File: src/rtl/cdb_arbiter_pkg.sv
// Shared constants for the CDB arbiter and its round-robin picker.
package cdb_arbiter_pkg;

    // Default number of CDB requesters and the legal range for that count.
    localparam int CDB_NUM_REQS_DEFAULT = 4;
    localparam int CDB_NUM_REQS_MIN     = 2;
    localparam int CDB_NUM_REQS_MAX     = 16;

endpackage : cdb_arbiter_pkg

File: src/rtl/cdb_arbiter_rr_pick.sv
// Combinational round-robin find-first.
// Scans req starting at ptr, ascending with wrap, and returns the first set bit
// as a one-hot vector, as a binary index, and an any-request flag.
module cdb_arbiter_rr_pick
    import cdb_arbiter_pkg::*;
#(
    parameter int N = CDB_NUM_REQS_DEFAULT,
    parameter int W = $clog2(N)
) (
    input  logic [N-1:0] req,
    input  logic [W-1:0] ptr,
    output logic [N-1:0] gnt,
    output logic [W-1:0] idx,
    output logic         any
);

    // rot_req[k] = req[(ptr + k) mod N], so position 0 holds the top priority.
    logic [N-1:0] rot_req;
    logic [W-1:0] off;
    logic [W:0]   idx_sum;

    generate
        for (genvar gi = 0; gi < N; gi++) begin : g_rot
            logic [W:0]   sum;
            logic [W-1:0] src;
            assign sum          = {1'b0, ptr} + (W+1)'(gi);
            assign src          = (sum >= (W+1)'(N)) ? W'(sum - (W+1)'(N)) : W'(sum);
            assign rot_req[gi]  = req[src];
        end
    endgenerate

    // Lowest set position in the rotated vector is the winner's offset from ptr.
    always_comb begin
        off = '0;
        any = 1'b0;
        for (int k = N - 1; k >= 0; k--) begin
            if (rot_req[k]) begin
                off = W'(k);
                any = 1'b1;
            end
        end
    end

    // Map the offset back to an absolute requester index and one-hot vector.
    always_comb begin
        idx_sum = {1'b0, ptr} + {1'b0, off};
        idx     = (idx_sum >= (W+1)'(N)) ? W'(idx_sum - (W+1)'(N)) : W'(idx_sum);
        gnt     = any ? ({{(N-1){1'b0}}, 1'b1} << idx) : '0;
        if (!any) begin
            idx = '0;
        end
    end

endmodule : cdb_arbiter_rr_pick

File: src/rtl/cdb_arbiter.sv
// Round-robin arbiter for the single Common Data Bus.
// Grants are registered one-hot pulses; the winner owns the tri-state CDB for
// exactly the cycle its grant bit is high. The priority pointer moves just past
// each winner so continuous requesters rotate fairly.
module cdb_arbiter
    import cdb_arbiter_pkg::*;
#(
    parameter int NUM_REQS  = CDB_NUM_REQS_DEFAULT,
    parameter int IDX_WIDTH = $clog2(NUM_REQS)
) (
    input  logic                 clk,
    input  logic                 rst,
    input  logic                 i_flush,
    input  logic [NUM_REQS-1:0]  i_req,
    output logic [NUM_REQS-1:0]  o_gnt,
    output logic                 o_gnt_valid,
    output logic [IDX_WIDTH-1:0] o_gnt_idx
);

    logic [IDX_WIDTH-1:0] ptr_reg;
    logic [NUM_REQS-1:0]  gnt_reg;
    logic                 gnt_valid_reg;
    logic [IDX_WIDTH-1:0] gnt_idx_reg;

    logic [NUM_REQS-1:0]  pick_gnt;
    logic [IDX_WIDTH-1:0] pick_idx;
    logic                 pick_any;
    logic [IDX_WIDTH-1:0] ptr_next;

    cdb_arbiter_rr_pick #(
        .N (NUM_REQS),
        .W (IDX_WIDTH)
    ) u_pick (
        .req (i_req),
        .ptr (ptr_reg),
        .gnt (pick_gnt),
        .idx (pick_idx),
        .any (pick_any)
    );

    // Pointer lands one past the winner, wrapping the last requester to 0.
    always_comb begin
        ptr_next = (pick_idx == IDX_WIDTH'(NUM_REQS - 1)) ? '0 : pick_idx + 1'b1;
    end

    // Grant, its index/valid companions and the pointer update together;
    // a flush kills the selection but keeps the rotation position.
    always_ff @(posedge clk or posedge rst) begin
        if (rst) begin
            ptr_reg       <= '0;
            gnt_reg       <= '0;
            gnt_valid_reg <= 1'b0;
            gnt_idx_reg   <= '0;
        end else if (i_flush || !pick_any) begin
            gnt_reg       <= '0;
            gnt_valid_reg <= 1'b0;
            gnt_idx_reg   <= '0;
        end else begin
            ptr_reg       <= ptr_next;
            gnt_reg       <= pick_gnt;
            gnt_valid_reg <= 1'b1;
            gnt_idx_reg   <= pick_idx;
        end
    end

    assign o_gnt       = gnt_reg;
    assign o_gnt_valid = gnt_valid_reg;
    assign o_gnt_idx   = gnt_idx_reg;

    // Two grant bits high would mean two drivers on the tri-state CDB.
    a_gnt_onehot0 : assert property (@(posedge clk) disable iff (rst) $onehot0(gnt_reg));

endmodule : cdb_arbiter

File: config.mk
export PLATFORM = sky130hd
export DESIGN_NAME = cdb_arbiter
export DESIGN_NICKNAME = d
export VERILOG_FILES = /design/src/rtl/cdb_arbiter_pkg.sv /design/src/rtl/cdb_arbiter_rr_pick.sv /design/src/rtl/cdb_arbiter.sv
export SDC_FILE = /design/constraint.sdc
export NUM_CORES = 1
export LEC_CHECK = 0
export CAP_MARGIN = 25
export CORE_MARGIN = 4
export CORE_UTILIZATION = 30
export DETAILED_ROUTE_END_ITERATION = 16
export GPL_ROUTABILITY_DRIVEN = 0
export PLACE_DENSITY_LB_ADDON = 0.08
export SLEW_MARGIN = 30
export SYNTH_ARGS = -nofsm -noshare
export SYNTH_HDL_FRONTEND = slang
export SYNTH_SLANG_ARGS = --single-unit
File: constraint.sdc
create_clock -name clk -period 2.4 [get_ports clk]
set_input_delay 0.72 -clock clk [delete_from_list [all_inputs] [get_ports clk]]
set_output_delay 0.72 -clock clk [all_outputs]
set_load 0.01 [all_outputs]
# Word-level counts from Yosys, hierarchy flattened
# Index checks and enable logic that the tools add are counted.
# W data, S select, Z words.
# op_classes
reduce_logical	2
shift	1
eq_ne	1
muxes	27
n_addsub	10
magnitude_cmp	9
# op_table
operator	count
$mux W2	12
$ge A3 B3 Y1 const B	4
$lt A2 B3 Y1 const B	4
$sub A2 B1 Y2 const B	5
$mux W1	9
$bmux W1 S2	4
$mux W4	2
$add A2 B2 Y3 const B	2
$shl A1 B2 Y4 const A	1
$add A2 B1 Y3 const B	1
$add A2 B2 Y3	1
$ge A2 B3 Y1 const B	1
$add A2 B1 Y2 const B	1
$eq A2 B2 Y1 const B	1
$logic_not A1 Y1	1
$logic_or A1 B1 Y1	1
# word_totals
regBits	9
wordCells	54
input_bits	7
output_inout_bits	7

# Depth between registers and ports, before layout
# Gate-level depths: netlist (run 1).
# depth
word_depth	15
mapped_depth	10
depth_no_buf	9

# Hierarchy
# Synthesis (run 1) repeated with hierarchy kept, for this count alone.
# hier_totals
hier_cells	62
hier_area_um2	640.6
# by_module_without_submodules
mod	instances	area_per_inst_um2	seq_area_each_um2	cells_per_inst
cdb_arbiter	1	345.3	225.2	22
cdb_arbiter_rr_pick	1	295.3	0.0	40

# Least setup slack after synthesis (run 1)
# OpenSTA, ideal clock, no wires.
# synth_path
path_kind	input-to-reg
start	in i_req[0]
end	reg ptr_reg[1]
path_slack_ps	-108
t_required_ps	2321
setup_time_ps	79
stages	9
arrival_ps	2429
n_path_buf	0
cell_sequence	inv_1 > o21ai_0 > a21oi_1 > o31a_1 > ha_1 > xnor2_1 > or4_1 > a21oi_2 > xor2_1
# synth_between
elab_chain_len	12
elab_cells_between_ends	26
classes_between	add/sub: 3; order compare: 1; eq/ne: 1; mux: 19; reduce/logical: 2
# synth_rtl
item	line_no	rtl
start: declaration	cdb_arbiter.sv:14	input logic [NUM_REQS-1:0] i_req,
$bmux W1 S2	cdb_arbiter_rr_pick.sv:28	assign rot_req[gi] = req[src];
$mux W1 (not written as such)	cdb_arbiter_rr_pick.sv:28	
$mux W2 (4 in series)	cdb_arbiter_rr_pick.sv:37	if (rot_req[k]) begin
$add A2 B2 Y3	cdb_arbiter_rr_pick.sv:46	idx_sum = {1'b0, ptr} + {1'b0, off};
$ge A3 B3 Y1 or $sub A2 B1 Y2 (tied branches)	cdb_arbiter_rr_pick.sv:47	idx = (idx_sum >= (W+1)'(N)) ? W'(idx_sum - (W+1)'(N)) : W'(idx_sum);
$mux W2	cdb_arbiter_rr_pick.sv:47	
$mux W2	cdb_arbiter_rr_pick.sv:49	if (!any) begin
$add A2 B1 Y2 or $eq A2 B2 Y1 (tied branches)	cdb_arbiter.sv:43	ptr_next = (pick_idx == IDX_WIDTH'(NUM_REQS - 1)) ? '0 : pick_idx + 1'b1;
$mux W2	cdb_arbiter.sv:43	
end signal: assignment	cdb_arbiter.sv:59	ptr_reg <= ptr_next;
end: declaration	cdb_arbiter.sv:20	logic [IDX_WIDTH-1:0] ptr_reg;
# Parallel ways exist; a longest one is shown, timed or not. The select of a mux whose other input is x is not followed.
# A chain may end at the register's enable or synchronous reset.

# Worst setup path in the final report (run 1)
# layout_path
start	in i_req[1]
end	reg ptr_reg[1]
# Same word-level chain as after synthesis.

==> results_tabular.tex, run 1 <==
\begin{tabular}{lr}
\hline
Metric & Value \\
\hline
\multicolumn{2}{l}{\textbf{Floorplanning}} \\
Die area & 0.00248 sq mm \\
Number of ports placed on the die boundary & 14 \\
Std-Cell Core Area & 0.00158 sq mm \\
Initial core utilization & 33.3\% \\
Die outline height & 49.8 um \\
Die Wd & 49.8 um \\
Total number of placement rows & 14 \\
\multicolumn{2}{l}{\textbf{Synth}} \\
Register bit count reported by yosys & 9 \\
Cell area after synthesis & 524 sq um \\
Syn avg cell area & 10.3 sq um \\
Most common flop cell mapped by yosys & sky130\_fd\_sc\_hd\_\_dfrtp\_1 \\
Portion of synthesized cell area occupied by the leading cell type & 43.0\% \\
Number of standard cells after synthesis & 51 \\
Number of library cell types mapped by synthesis & 29 \\
Synth async-reset ratio & 100\% \\
Leading post-synthesis cells by instance count & sky130\_fd\_sc\_hd\_\_dfrtp\_1 (9), sky130\_fd\_sc\_hd\_\_nor2\_1 (6), sky130\_fd\_sc\_hd\_\_inv\_1 (4) \\
Net count of the mapped netlist & 59 \\
EDFF count, synth & 0 \\
Most area-hungry cell type in the Yosys netlist & sky130\_fd\_sc\_hd\_\_dfrtp\_1 \\
Share of synthesized area occupied by flip-flops and latches & 43.0\% \\
Top area cells in the synthesized netlist & sky130\_fd\_sc\_hd\_\_dfrtp\_1 (43\%), sky130\_fd\_sc\_hd\_\_nor2\_1 (4.3\%), sky130\_fd\_sc\_hd\_\_or3b\_2 (3.3\%) \\
Library cell with the highest instance count after synthesis & sky130\_fd\_sc\_hd\_\_dfrtp\_1 \\
YS warnings & 0 \\
\multicolumn{2}{l}{\textbf{Drt}} \\
Initial DRT Pass Iterations & 4 \\
Detail-routed via count per cell & 4.79 \\
Routed wire per std cell & 11.5 um \\
Post-detailed-routing wire length & 1.12 mm \\
Total number of vias & 465 \\
Violation count after the first detailed-routing iteration & 9 \\
Post-route DRC violation count & 0 \\
Antenna viol nets, final & 0 \\
\multicolumn{2}{l}{\textbf{Final layout}} \\
Area grow syn2layout & 55.4\% \\
Count of antenna diodes in the layout & 0 \\
Filler cell count in the final layout & 157 \\
Number of standard cells in the final layout excluding fillers & 97 \\
Layout Nets & 90 \\
Fraction of final layout cells with drive strength greater than 1 & 39.5\% \\
Max reg flops & 4 \\
Fraction of the core area covered by cells at the end of the flow & 51.7\% \\
\multicolumn{2}{l}{\textbf{Place}} \\
Total of buffers placed on input and output ports & 13 \\
Placed wire-length estimate & 861 um \\
Cell count after placement & 91 \\
\multicolumn{2}{l}{\textbf{Global routing}} \\
Busiest metal layer after global routing & met2 \\
Met1 track utilization from global routing & 13.4\% \\
Overflow after GRT & 0 \\
Total routing usage reported by global routing & 10.4\% \\
Largest net degree at the start of global routing & 10 \\
Via count of the first global-routing pass & 443 \\
GR Util met3 & 4.82\% \\
Global-route wire length before repair & 1.93 mm \\
Met2 track utilization from global routing & 15.6\% \\
Antenna violations before repair & 0 \\
\multicolumn{2}{l}{\textbf{Clock tree}} \\
H-tree depth & 1 \\
Maximum buffer depth of the clock tree & 2 \\
Clk root buf & sky130\_fd\_sc\_hd\_\_clkbuf\_4 \\
Number of buffers inserted by hold repair at cts & 0 \\
Clock buffers created by TritonCTS & 3 \\
Clock Pin Slew Worst Setup and Hold Paths & 0.06 ns \\
TritonCTS clock tree & yes \\
Number of clock sinks & 9 \\
Clk\_lat worst skew & 0.25 ns \\
\multicolumn{2}{l}{\textbf{Pwr}} \\
P per Cell Area & 1210 mW/mm\^{}2 \\
Leak Pwr & 0.000382 uW \\
VDD IR-drop max & 1.00 mV \\
Total chip power & 984 uW \\
\multicolumn{2}{l}{\textbf{Status}} \\
Run status & finished clean \\
\multicolumn{2}{l}{\textbf{STA}} \\
Worst hold margin & 0.694 ns \\
Setup-violating endpoint count in the final report & 0 \\
Worst clock skew on the final layout & 0.00295 ns \\
Number of hold violations in the final report & 0 \\
Fin crit share & 96.9\% \\
Final min period & 2.33 ns \\
Setup repair after global routing missed its margin & no \\
Upper clock frequency limit & 430 MHz \\
Max-slew headroom at the worst pin & 77.5\% \\
Final Max Tran Viols & 0 \\
Actual transition at the worst max-transition pin & 0.338 ns \\
\multicolumn{2}{l}{\textbf{Worst setup path}} \\
Count of buffer and inverter cells on the critical path & 1 \\
Number of cells on the critical path & 9 \\
Worst-path cell chain & clkdlybuf4s15\_2 > nand2\_2 > nor2\_1 > o31a\_1 > ha\_4 > xnor2\_2 > or4\_4 > a21oi\_2 > xor2\_1 \\
Data arrival time of the critical path & 2.50 ns \\
Capturing element type of the critical path & flip-flop \\
Depth of the worst register-to-register path & 8 \\
Worst-path cell with the longest stage delay & sky130\_fd\_sc\_hd\_\_or4\_4 \\
Top fanout value on the critical path & 4 \\
Critical path data required time & 2.58 ns \\
Critical path's top delay family & simple AND/OR/NAND/NOR gates \\
Startpoint type of the worst setup path & primary input \\
Class of the most critical setup path & primary input to flip-flop \\
Max incr delay on CP & 0.48 ns \\
\multicolumn{2}{l}{\textbf{Job}} \\
Max-cap violations & 0 \\
\multicolumn{2}{l}{\textbf{Hold path}} \\
Hold/Removal Path Class & flip-flop to flip-flop \\
Hold Path Stages & 2 \\
\hline
\end{tabular}
-- stage by stage --
stage	TNS, ns	instance area, sq um	setup slack [ns]
after global placement	-2.60	766	-0.524
after CTS	0	805	0.0371
after detailed placement	-2.69	766	-0.555
after global routing	0	815	0.00251
final	0	815	0.0746
after floorplan	0	537	0.0229
-- layout by cell type, fill, tap and decap left out, types with 2 or more instances in the layout --
cell                               n
sky130_fd_sc_hd__nand3b_1          2
sky130_fd_sc_hd__or3b_2            2
sky130_fd_sc_hd__clkdlybuf4s50_1   9
sky130_fd_sc_hd__nor2_1            6
sky130_fd_sc_hd__clkbuf_4          4
sky130_fd_sc_hd__xnor2_2           2
sky130_fd_sc_hd__inv_1             3
sky130_fd_sc_hd__buf_4            14
sky130_fd_sc_hd__dfrtp_1           9
sky130_fd_sc_hd__nor3_1            2
sky130_fd_sc_hd__nand2_1           2
-- tightest hold or removal path, delay by kind of cell (launching register included) --
| kind | cells | cell delay (ns) |
|---|---|---|
| flip-flops | 1 | 0.48 |
| AND/OR/NAND/NOR | 2 | 0.18 |
-- layout make-up --
type,count,area (sq um),share of cell area (%)
Clock buffer,4,26.3,3.23
Inverter,4,15.0,1.84
Multi-Input combinational cell,37,299,36.7
Sequential cell,9,225,27.6
Tap cell,16,20.0,2.46
Timing Repair Buffer,27,229,28.1
-- cells by family after synthesis --
kind of cell	count (synthesis)	synth area share [%]
buf+inv	5	5.01
simple gates	22	26.0
compound gates	10	15.5
fa+ha+maj	1	2.39
flops	9	43.0
xor+xnor	4	8.12
-- worst paths after layout --
| path | from | endpoint | slack [ns] |
|---|---|---|---|
| min reg2reg | ptr_reg[0]$_DFFE_PP0P_ | ptr_reg[0]$_DFFE_PP0P_ | 0.69 |
| max | i_req[1] | ptr_reg[1]$_DFFE_PP0P_ | 0.07 |
| max reg2reg | ptr_reg[1]$_DFFE_PP0P_ | ptr_reg[1]$_DFFE_PP0P_ | 0.25 |
| min in group asynchronous | rst | o_gnt[2]$_DFF_PP0_ | 0.72 |
| min | ptr_reg[0]$_DFFE_PP0P_ | ptr_reg[0]$_DFFE_PP0P_ | 0.69 |
| max in group asynchronous | rst | ptr_reg[0]$_DFFE_PP0P_ | 1.43 |
-- repair_timing --
item / CTS / global route
setup endpoints to repair: 6 / 1
resized for setup: 14 / 4
buffers inserted: 2 / 0
pin swaps: 9 / 4
-- layer usage --
metal	up-vias	part of all wire (%)	wire length (um)
met1	212	48	541
met5	-	0	0
met4	0	1.1	12
met3	2	3.9	44
li1	240	-	-
met2	11	46	518
-- report_power, final --
group,switching (uW),internal [uW]
logic,252,378
clock network,47.4,63.7
registers,41.4,201
total,341,643
Note: power is estimated with default switching activity, not from simulation.
==> run 2: changes to the inputs <==
--- a/config.mk
+++ b/config.mk
@@ -7,7 +7,8 @@
 export LEC_CHECK = 0
 export CAP_MARGIN = 25
 export CORE_MARGIN = 4
-export CORE_UTILIZATION = 30
+export CORE_UTILIZATION = 25
+export CTS_BUF_LIST = sky130_fd_sc_hd__clkbuf_16
 export DETAILED_ROUTE_END_ITERATION = 16
 export GPL_ROUTABILITY_DRIVEN = 0
 export PLACE_DENSITY_LB_ADDON = 0.08
==> results_tabular.tex, run 2 (synthesized netlist as in run 1, its figures left out) <==
\begin{tabular}{lr}
\hline
Metric & Value \\
\hline
\multicolumn{2}{l}{\textbf{STA}} \\
Final total negative setup slack & 0 ns (unchanged) \\
Final min period & 2.32 ns (was 2.33 ns) \\
Fin crit share & 96.9\% (about the same) \\
Setup slack after layout & 0.0754 ns (was 0.0746 ns) \\
Final Max Tran Viols & 0 (unchanged) \\
Number of hold violations in the final report & 0 (unchanged) \\
Worst hold margin & 0.701 ns (was 0.694 ns) \\
Setup repair after global routing missed its margin & yes (was no) \\
Max-slew headroom at the worst pin & 77.6\% (was 77.5\%) \\
Setup-violating endpoint count in the final report & 0 (unchanged) \\
Worst clock skew on the final layout & 0.000559 ns (was 0.00295 ns) \\
Actual transition at the worst max-transition pin & 0.336 ns (was 0.338 ns) \\
Upper clock frequency limit & 430 MHz (about the same) \\
\multicolumn{2}{l}{\textbf{Clock tree}} \\
Number of buffers inserted by hold repair at cts & 0 (unchanged) \\
Clock Pin Slew Worst Setup and Hold Paths & 0.04 ns (was 0.06 ns) \\
Post-CTS setup buffer count & 0 (was 2) \\
Clock buffers created by TritonCTS & 3 (unchanged) \\
Clk\_lat worst skew & 0.23 ns (was 0.25 ns) \\
H-tree depth & 1 (unchanged) \\
Maximum buffer depth of the clock tree & 2 (unchanged) \\
Number of clock sinks & 9 (unchanged) \\
Clk root buf & sky130\_fd\_sc\_hd\_\_clkbuf\_16 (was sky130\_fd\_sc\_hd\_\_clkbuf\_4) \\
TritonCTS clock tree & yes (unchanged) \\
\multicolumn{2}{l}{\textbf{Final layout}} \\
Filler cell count in the final layout & 190 (was 157) \\
Most common library cell in the layout ignoring fill and taps & sky130\_fd\_sc\_hd\_\_buf\_4 (unchanged) \\
Area grow syn2layout & 64.4\% (was 55.4\%) \\
Count of antenna diodes in the layout & 0 (unchanged) \\
Fraction of the core area covered by cells at the end of the flow & 43.5\% (was 51.7\%) \\
Seq. cell area & 225 sq um (unchanged) \\
Max reg flops & 4 (unchanged) \\
Layout Nets & 88 (was 90) \\
Commonest cells after routing, fill and taps aside & sky130\_fd\_sc\_hd\_\_buf\_4 (12), sky130\_fd\_sc\_hd\_\_clkdlybuf4s50\_1 (9), sky130\_fd\_sc\_hd\_\_dfrtp\_1 (9) (was sky130\_fd\_sc\_hd\_\_buf\_4 (14), sky130\_fd\_sc\_hd\_\_clkdlybuf4s50\_1 (9), sky130\_fd\_sc\_hd\_\_dfrtp\_1 (9)) \\
Area of the multi-input gates & 297 sq um (was 299 sq um) \\
Fraction of final layout cells with drive strength greater than 1 & 38.0\% (was 39.5\%) \\
\multicolumn{2}{l}{\textbf{Worst setup path}} \\
Top fanout value on the critical path & 7 (was 4) \\
Class of the most critical setup path & primary input to flip-flop (unchanged) \\
Data arrival time of the critical path & 2.48 ns (was 2.50 ns) \\
Critical path data required time & 2.56 ns (was 2.58 ns) \\
Capturing element type of the critical path & flip-flop (unchanged) \\
Startpoint type of the worst setup path & primary input (unchanged) \\
\multicolumn{2}{l}{\textbf{Global routing}} \\
Largest net degree at the start of global routing & 10 (unchanged) \\
Antenna violations before repair & 0 (unchanged) \\
Overflow after GRT & 0 (unchanged) \\
Global-route wire length before repair & 1.86 mm (was 1.93 mm) \\
Via count of the first global-routing pass & 446 (was 443) \\
Total routing usage reported by global routing & 8.88\% (was 10.4\%) \\
\multicolumn{2}{l}{\textbf{Drt}} \\
Routed wire per std cell & 10.5 um (was 11.5 um) \\
Total number of vias & 462 (was 465) \\
Post-route DRC violation count & 0 (unchanged) \\
Post-detailed-routing wire length & 1.11 mm (was 1.12 mm) \\
Initial DRT Pass Iterations & 3 (was 4) \\
Antenna viol nets, final & 0 (unchanged) \\
Violation count after the first detailed-routing iteration & 1 (was 9) \\
Detail-routed via count per cell & 4.36 (was 4.79) \\
\multicolumn{2}{l}{\textbf{Floorplanning}} \\
Die area & 0.00289 sq mm (was 0.00248 sq mm) \\
Total number of placement rows & 16 (was 14) \\
Number of ports placed on the die boundary & 14 (unchanged) \\
Die outline height & 53.8 um (was 49.8 um) \\
Initial core utilization & 26.5\% (was 33.3\%) \\
Die Wd & 53.8 um (was 49.8 um) \\
Std-Cell Core Area & 0.00198 sq mm (was 0.00158 sq mm) \\
\multicolumn{2}{l}{\textbf{Place}} \\
Placed wire-length estimate & 880 um (was 861 um) \\
Post-Place Worst Slack & -0.567 ns (was -0.555 ns) \\
Total of buffers placed on input and output ports & 13 (unchanged) \\
\multicolumn{2}{l}{\textbf{Pwr}} \\
Leak Pwr & 0.000403 uW (was 0.000382 uW) \\
P per Cell Area & 1310 mW/mm\^{}2 (was 1210 mW/mm\^{}2) \\
VDD IR-drop max & 0.673 mV (was 1.00 mV) \\
\multicolumn{2}{l}{\textbf{Job}} \\
Max-cap violations & 0 (unchanged) \\
\multicolumn{2}{l}{\textbf{Status}} \\
Run status & finished clean (unchanged) \\
\multicolumn{2}{l}{\textbf{Hold path}} \\
Hold/Removal Path Class & flip-flop to flip-flop (unchanged) \\
\hline
\end{tabular}
-- run 2: changes by cell type in the layout (fill, tap and decap cells not counted), moves of 2 or more --
cell and delta:
sky130_fd_sc_hd__clkbuf_4 -4, sky130_fd_sc_hd__clkbuf_2 +2, sky130_fd_sc_hd__buf_4 -2, sky130_fd_sc_hd__clkbuf_16 +3, sky130_fd_sc_hd__buf_6 +2
-- run 2: power by group --
part	internal, uW	switching (uW)	leakage (uW)	total, uW
Sequential	202	44.6	0.000114	247
Clock	217	67.9	0.0000423	285
Combinational	356	243	0.000246	599
Total	775	356	0.000403	1130
-- run 2: area by class of cell --
cell class	instances	share of cell area, %
well taps	27	3.92
multi-input cells	37	34.4
flip-flops and latches	9	26.1
inverters	4	1.74
clock buffers	3	8.71
repair buffers	25	24.7
clock inverters	1	0.435
-- run 2: what timing repair did --
action                     CTS  global route
gates cloned                 0             0
pin swaps                    2            10
setup endpoints to repair    6             1
resized for setup            7            13
hold endpoints to repair     0             0
-- run 2: path summary, 6_finish.rpt --
| check | cells after the start | start | slack, ns | end |
|---|---|---|---|---|
| max in group asynchronous | 2 | rst | 1.40 | ptr_reg[1]$_DFFE_PP0P_ |
| max | 9 | i_req[3] | 0.08 | ptr_reg[1]$_DFFE_PP0P_ |
| min in group asynchronous | 2 | rst | 0.76 | o_gnt_valid$_DFF_PP0_ |
| min | 2 | ptr_reg[0]$_DFFE_PP0P_ | 0.70 | ptr_reg[0]$_DFFE_PP0P_ |
| min reg2reg | 2 | ptr_reg[0]$_DFFE_PP0P_ | 0.70 | ptr_reg[0]$_DFFE_PP0P_ |
| max reg2reg | 8 | ptr_reg[1]$_DFFE_PP0P_ | 0.18 | ptr_reg[1]$_DFFE_PP0P_ |
-- run 2: per-layer routing --
metal | GRT usage (%) | share of wire [%] | vias to the layer above
li1 | - | - | 236
met1 | 9.09 | 44 | 214
met2 | 16.5 | 52 | 12
met3 | 1.66 | 4.0 | 0
met4 | 5.11 | 0 | 0
met5 | 0 | 0 | -
-- run 2: metrics by stage --
step                cell area [sq um]  power, uW  cells
finish                            862       1130    106
global route                      862       1230    106
CTS                               856       1100    106
detailed placement                779        819    102
global placement                  779        818    102
floorplan                         537        616     51
-- run 2: worst max-delay path, cell delays in order --
cell	delay [ns]
sky130_fd_sc_hd__buf_6	0.11
sky130_fd_sc_hd__a2bb2oi_1	0.14
sky130_fd_sc_hd__o211ai_1	0.17
sky130_fd_sc_hd__o31a_1	0.21
sky130_fd_sc_hd__ha_4	0.22
sky130_fd_sc_hd__xnor2_2	0.13
sky130_fd_sc_hd__or4_1	0.48
sky130_fd_sc_hd__a21oi_2	0.16
sky130_fd_sc_hd__xor2_1	0.14
